$ cat src/rtl/alu_input_sequencer.sv
`default_nettype none
// ============================================================================
// Module   : alu_input_sequencer
// Brief    : Latches A/B/op from a switch bank on debounced button edges,
//            runs one ALU execute cycle and holds the captured result.
// Revision : 1.0 - initial release
// ============================================================================
module alu_input_sequencer #(
    parameter int NB_OP = 6,
    parameter int NB_AB = 8
) (
    input  logic             clock,
    input  logic             reset,
    input  logic [NB_AB-1:0] i_sw,
    input  logic [2:0]       i_btn,
    output logic [NB_AB-1:0] o_alu_a,
    output logic [NB_AB-1:0] o_alu_b,
    output logic [NB_OP-1:0] o_alu_op,
    input  logic [NB_AB-1:0] i_alu_result,
    output logic [NB_AB-1:0] o_result,
    output logic             o_valid,
    output logic [2:0]       o_loaded,
    output logic [1:0]       o_state
);

    localparam logic [1:0] ST_COLLECT = 2'b00;
    localparam logic [1:0] ST_EXEC    = 2'b01;
    localparam logic [1:0] ST_DONE    = 2'b10;

    logic [2:0]       sync1_q, sync2_q, dly_q;
    logic [2:0]       w_pulse;

    logic [NB_AB-1:0] a_q, a_d;
    logic [NB_AB-1:0] b_q, b_d;
    logic [NB_OP-1:0] op_q, op_d;
    logic [NB_AB-1:0] result_q, result_d;
    logic             valid_q, valid_d;
    logic [2:0]       loaded_q, loaded_d;
    logic [1:0]       state_q, state_d;

    // Two-flop synchronizer followed by an edge-detect flop per button.
    always_ff @(posedge clock) begin
        if (reset) begin
            sync1_q <= 3'b000;
            sync2_q <= 3'b000;
            dly_q   <= 3'b000;
        end else begin
            sync1_q <= i_btn;
            sync2_q <= sync1_q;
            dly_q   <= sync2_q;
        end
    end

    assign w_pulse = sync2_q & ~dly_q;

    always_comb begin
        a_d      = a_q;
        b_d      = b_q;
        op_d     = op_q;
        result_d = result_q;
        valid_d  = valid_q;
        loaded_d = loaded_q;
        state_d  = state_q;

        case (state_q)
            ST_COLLECT: begin
                if (w_pulse[0]) a_d  = i_sw;
                if (w_pulse[1]) b_d  = i_sw;
                if (w_pulse[2]) op_d = i_sw[NB_OP-1:0];
                loaded_d = loaded_q | w_pulse;
                if (loaded_d == 3'b111) state_d = ST_EXEC;
            end
            ST_EXEC: begin
                result_d = i_alu_result;
                valid_d  = 1'b1;
                state_d  = ST_DONE;
            end
            ST_DONE: begin
                // A new press starts a fresh operand set; only the pulsed flags survive.
                if (|w_pulse) begin
                    if (w_pulse[0]) a_d  = i_sw;
                    if (w_pulse[1]) b_d  = i_sw;
                    if (w_pulse[2]) op_d = i_sw[NB_OP-1:0];
                    loaded_d = w_pulse;
                    valid_d  = 1'b0;
                    state_d  = ST_COLLECT;
                end
            end
            default: begin
                loaded_d = 3'b000;
                state_d  = ST_COLLECT;
            end
        endcase
    end

    always_ff @(posedge clock) begin
        if (reset) begin
            a_q      <= '0;
            b_q      <= '0;
            op_q     <= '0;
            result_q <= '0;
            valid_q  <= 1'b0;
            loaded_q <= 3'b000;
            state_q  <= ST_COLLECT;
        end else begin
            a_q      <= a_d;
            b_q      <= b_d;
            op_q     <= op_d;
            result_q <= result_d;
            valid_q  <= valid_d;
            loaded_q <= loaded_d;
            state_q  <= state_d;
        end
    end

    assign o_alu_a  = a_q;
    assign o_alu_b  = b_q;
    assign o_alu_op = op_q;
    assign o_result = result_q;
    assign o_valid  = valid_q;
    assign o_loaded = loaded_q;
    assign o_state  = state_q;

endmodule
`default_nettype wire

$ cat config.mk
export PLATFORM = sky130hd
export DESIGN_NAME = alu_input_sequencer
export DESIGN_NICKNAME = d
export VERILOG_FILES = /design/src/rtl/alu_input_sequencer.sv
export SDC_FILE = /design/constraint.sdc
export NUM_CORES = 1
export LEC_CHECK = 0
export ABC_AREA = 1
export BUFFER_PORTS_ARGS = -buffer_cell sky130_fd_sc_hd__buf_4
export CORE_MARGIN = 2
export CORE_UTILIZATION = 51
export DETAILED_ROUTE_END_ITERATION = 12
export PLACE_DENSITY = 0.8
export SYNTH_ARGS = -nofsm -noshare
export SYNTH_HDL_FRONTEND = slang
export SYNTH_SLANG_ARGS = --single-unit
$ cat constraint.sdc
create_clock -name clock -period 2.7 [get_ports clock]
set_input_delay 0.135 -clock clock [delete_from_list [all_inputs] [get_ports clock]]
set_output_delay 0.135 -clock clock [all_outputs]
set_load 0.05 [all_outputs]
# After elaboration in Yosys (flattened, before gate mapping)
# Cells that the tools add are included.
# classes
eq_ne,5
n_mux,16
bitwise,4
n_reduce_logical,8
# ops
cell,n
$mux W8,4
$pmux W8 S2,2
$mux W6,2
$pmux W6 S2,1
$pmux W3 S3,1
$reduce_and A2 Y1,4
$pmux W2 S3,1
$mux W2,2
$ne A2 B2 Y1 const B,2
$reduce_bool A2 Y1,2
$and A3 B3 Y3,1
$eq A3 B3 Y1 const B,1
$mux W3,1
$not A3 Y3,1
$or A3 B3 Y3,1
$reduce_or A3 Y1,1
$eq A2 B1 Y1 const B,1
$eq A2 B2 Y1 const B,1
$logic_not A2 Y1,1
$pmux W1 S2,1
$mux W1,1
$not A1 Y1,1
# totals
reg_bits,45
output_inout_bits,36

# Depth between registers and ports, before layout
# logic_depth
depth_word,6
mapped_depth,6
mapped_depth_nobuf,6

# Worst setup path before layout
# Ideal clock, no wire load.
# synth_path
path_kind,register to register
from,register state_q[0] (netlist: o_state[0])
to,register loaded_q[0] (netlist: o_loaded[0])
setup_time_ps,70
arrival_ps,1366
slack_ps,1263
stages_incl_launch_ff,7
n_path_buf,0
path_cell_list,dfxtp_1 > inv_2 > nor2_4 > inv_2 > nand2_1 > nand2_1 > a21oi_1
# synth_via
elab_chain_cells,3
elab_cells_between_ends,7
cone_classes,eq/ne: 3; mux: 1; bitwise: 1; reduce/logical: 2
# synth_lines
element,line_no,source
from (decl),39,"logic [1:0] state_q, state_d;"
from (signal assigned),112,state_q <= state_d;
$eq A2 B2 Y1 / $eq A2 B1 Y1 (equally long branches),65,case (state_q)
$ne A2 B2 Y1 (no line) / $not A1 Y1 (equally long branches),n/a,
$reduce_and A2 Y1 (no line),n/a,
to (signal assigned),111,loaded_q <= loaded_d;
to (decl),38,"logic [2:0] loaded_q, loaded_d;"
# Parallel ways exist; a longest one is shown, timed or not.
# A chain may end at the register's enable or synchronous reset.

# Worst setup path after layout
# layout_path
from,register state_q[0] (netlist: o_state[0])
to,register loaded_q[2] (netlist: o_loaded[2])
# The elaborated chain is that of the path after synthesis.

==> qor.csv <==
metric,value,unit
power.share.switching,27.4,%
grt_antenna_before_repair,0,
maxCapViolCount,0,
internal_power,0.000843,W
power,0.00116,W
cellPowerDensity,540,nW/um^2
clock-skew-final,0.0145,ns
holdBufCountCts,7,
worst_pin_slew,0.403,ns
run_status,"finished, final reports clean",
grt_usage,22.2,%
clkPwrFrac,26.2,%
core,3000,sq um
cts.sinks,45,
insertion_delay,0.36,ns
startpoint_type,flip-flop,
syn_inst,202,
post_cts_buffers,0,
port_buffers,56,
synth_cell_types,14,
max_freq,745,MHz
ys_dominant_reg_cell,dfxtp_1,
synth_seq_cells,45,
grt_max_degree,37,
postRouteAntennaNets,0,
cts_resized,0,
vias_per_cell,5.01,
stdcell_count,300,
comb_power_share,13.9,%
max-vdd-ir-drop,0.317,mV
wl,3680,microns
via_count,1503,
drive_gt1_share,25.8,%
worstPathMaxFanout,26,
finalWorstSetupSlack,1.36,ns
clk_pin_slew,0.13,ns
grt_pass1_vias,1340,
slew_headroom,73.1,%
synth_common_cells,"dfxtp_1 (45), nand2_1 (36), a21oi_1 (27), nor2_1 (27), nand3_1 (24)",
n_antenna_cell,0,
synth_most_common_cell,dfxtp_1,
syn_nets,223,
dieArea,3580,sq um
clock_tree.buffer_depth,2,
switchingPower,0.000318,W
cp-end-kind,flip-flop,
area_delta_synth_final,35.1,%
cts_tree,yes,
crit_type,reg -> reg,
hold_viol,0,
drc,0,
period_share,49.7,%
critical_path_arrival,1.62,ns
tns,0,ns
place_inst,285,
rsz0062_at_grt,no,
hold_path_class,in -> reg,
dp_hpwl,2520,microns
leakagePower,0.980,nW
p_seq_share,59.8,%
gr-total-overflow,0,
setup_violations,0,
ys_seq_area_share,56.6,%
synth_top_area_share,56.6,%
wl_per_cell,12.3,microns
yosys_warnings,0,
h-tree-depth,2,
root_buffer,clkbuf_4,
synth_top_area_cell,dfxtp_1,
fin_nets,287,
drt_iter0_drc,62,
fin_crit,1.34,ns
maxSlewViolCount,0,
postSynthAreaPerCell,7.88,sq um
grt_first_pass_wirelength,5900,microns
rows,20,
io_pins,57,
synth_area_leaders,"dfxtp_1 (57%), a21oi_1 (8.5%), nand2_1 (8.5%), nand3_1 (7.5%), nor2_1 (6.4%)",
required,2.98,ns
start_util,53.0,%
syn_area,1590,sq um
die_h,59.9,microns
synth_edf_count,0,
numCtsBuffers,5,
routabilityCongestion,0.862,
async_reset_ff_share,0,%
first_pass_iters,4,
dpl_worst_slack,1.40,ns
die_width,59.9,microns
-- final timing paths --
kind / start / end / slack (ns) / depth (start not counted)
min reg2reg: sync1_q[0]$_SDFF_PP0_ / sync2_q[0]$_SDFF_PP0_ / 0.40 / 2
min: i_alu_result[2] / o_result[2]$_SDFFE_PP0P_ / 0.01 / 3
max reg2reg: o_state[0]$_SDFFE_PP0P_ / o_loaded[2]$_SDFFE_PP0P_ / 1.36 / 6
max: o_state[0]$_SDFFE_PP0P_ / o_loaded[2]$_SDFFE_PP0P_ / 1.36 / 6
-- final cells by class --
type / count / area, sq um
sequential: 45 / 901
fill: 273 / 853
multi-input combinational: 129 / 583
timing repair buffer: 63 / 490
inverter: 22 / 82.6
clock buffer: 6 / 41.3
tap: 33 / 41.3
clock inverter: 2 / 10.0
-- cell usage in the layout, fill, tap and decap left out --
cell           count
buf_4             56
dfxtp_1           45
nand2_1           36
a21oi_1           27
nor2_1            27
nand3_1           24
inv_1             18
o21ai_0            9
dlygate4sd3_1      7
clkbuf_4           5
inv_2              4
a22oi_1            3
clkinv_2           2
nor2_4             1
nor2_2             1
nand4_1            1
clkbuf_1           1
-- critical path, stage by stage, from the launching register on --
cell and delay, ns:
dfxtp_1 0.42, inv_2 0.20, nor2_4 0.23, inv_2 0.12, nand2_1 0.12, nand2_1 0.06
a21oi_1 0.11
-- sequential cells by signal, indices dropped and copies added, names as in the netlist --
signal and flops:
sync1_q 3, o_alu_a 8, sync2_q 3, o_valid 1, dly_q 3, o_result 8, o_state 2, o_loaded 3
o_alu_b 8, o_alu_op 6
-- through the flow --
step | hold WS [ns] | util, % | area [sq um]
floorplan | 0.242 | - | 1590
global placement | 0.333 | 67.5 | 2030
detailed placement | 0.342 | 67.5 | 2030
CTS | 0.00758 | 71.6 | 2150
global route | 0.00913 | 71.6 | 2150
finish | 0.00961 | 71.6 | 2150
-- power by group through the flow --
stage | Sequential [W] | Combinational [W] | Clock [W]
after floorplan | 0.000759 | 0.0000437 | 0
after global placement | 0.000709 | 0.000151 | 0
after detailed placement | 0.000709 | 0.000152 | 0
after CTS | 0.000694 | 0.000161 | 0.000308
after global routing | 0.000697 | 0.000174 | 0.000339
final | 0.000695 | 0.000162 | 0.000305
-- cell families after synthesis --
group,count (synthesis),synth area share (%)
buf+inv,28,6.76
simple gates,90,23.9
compound gates,39,12.7
flops,45,56.6
-- routing by layer --
| layer | vias up | global-route usage, % | routed length (microns) |
|---|---|---|---|
| met4 | 0 | 9.52 | 56 |
| met1 | 678 | 28.4 | 1690 |
| met5 | - | 0 | 0 |
| met2 | 39 | 36.0 | 1750 |
| li1 | 781 | - | - |
| met3 | 5 | 4.55 | 177 |
(Power assumes the default switching activity.)
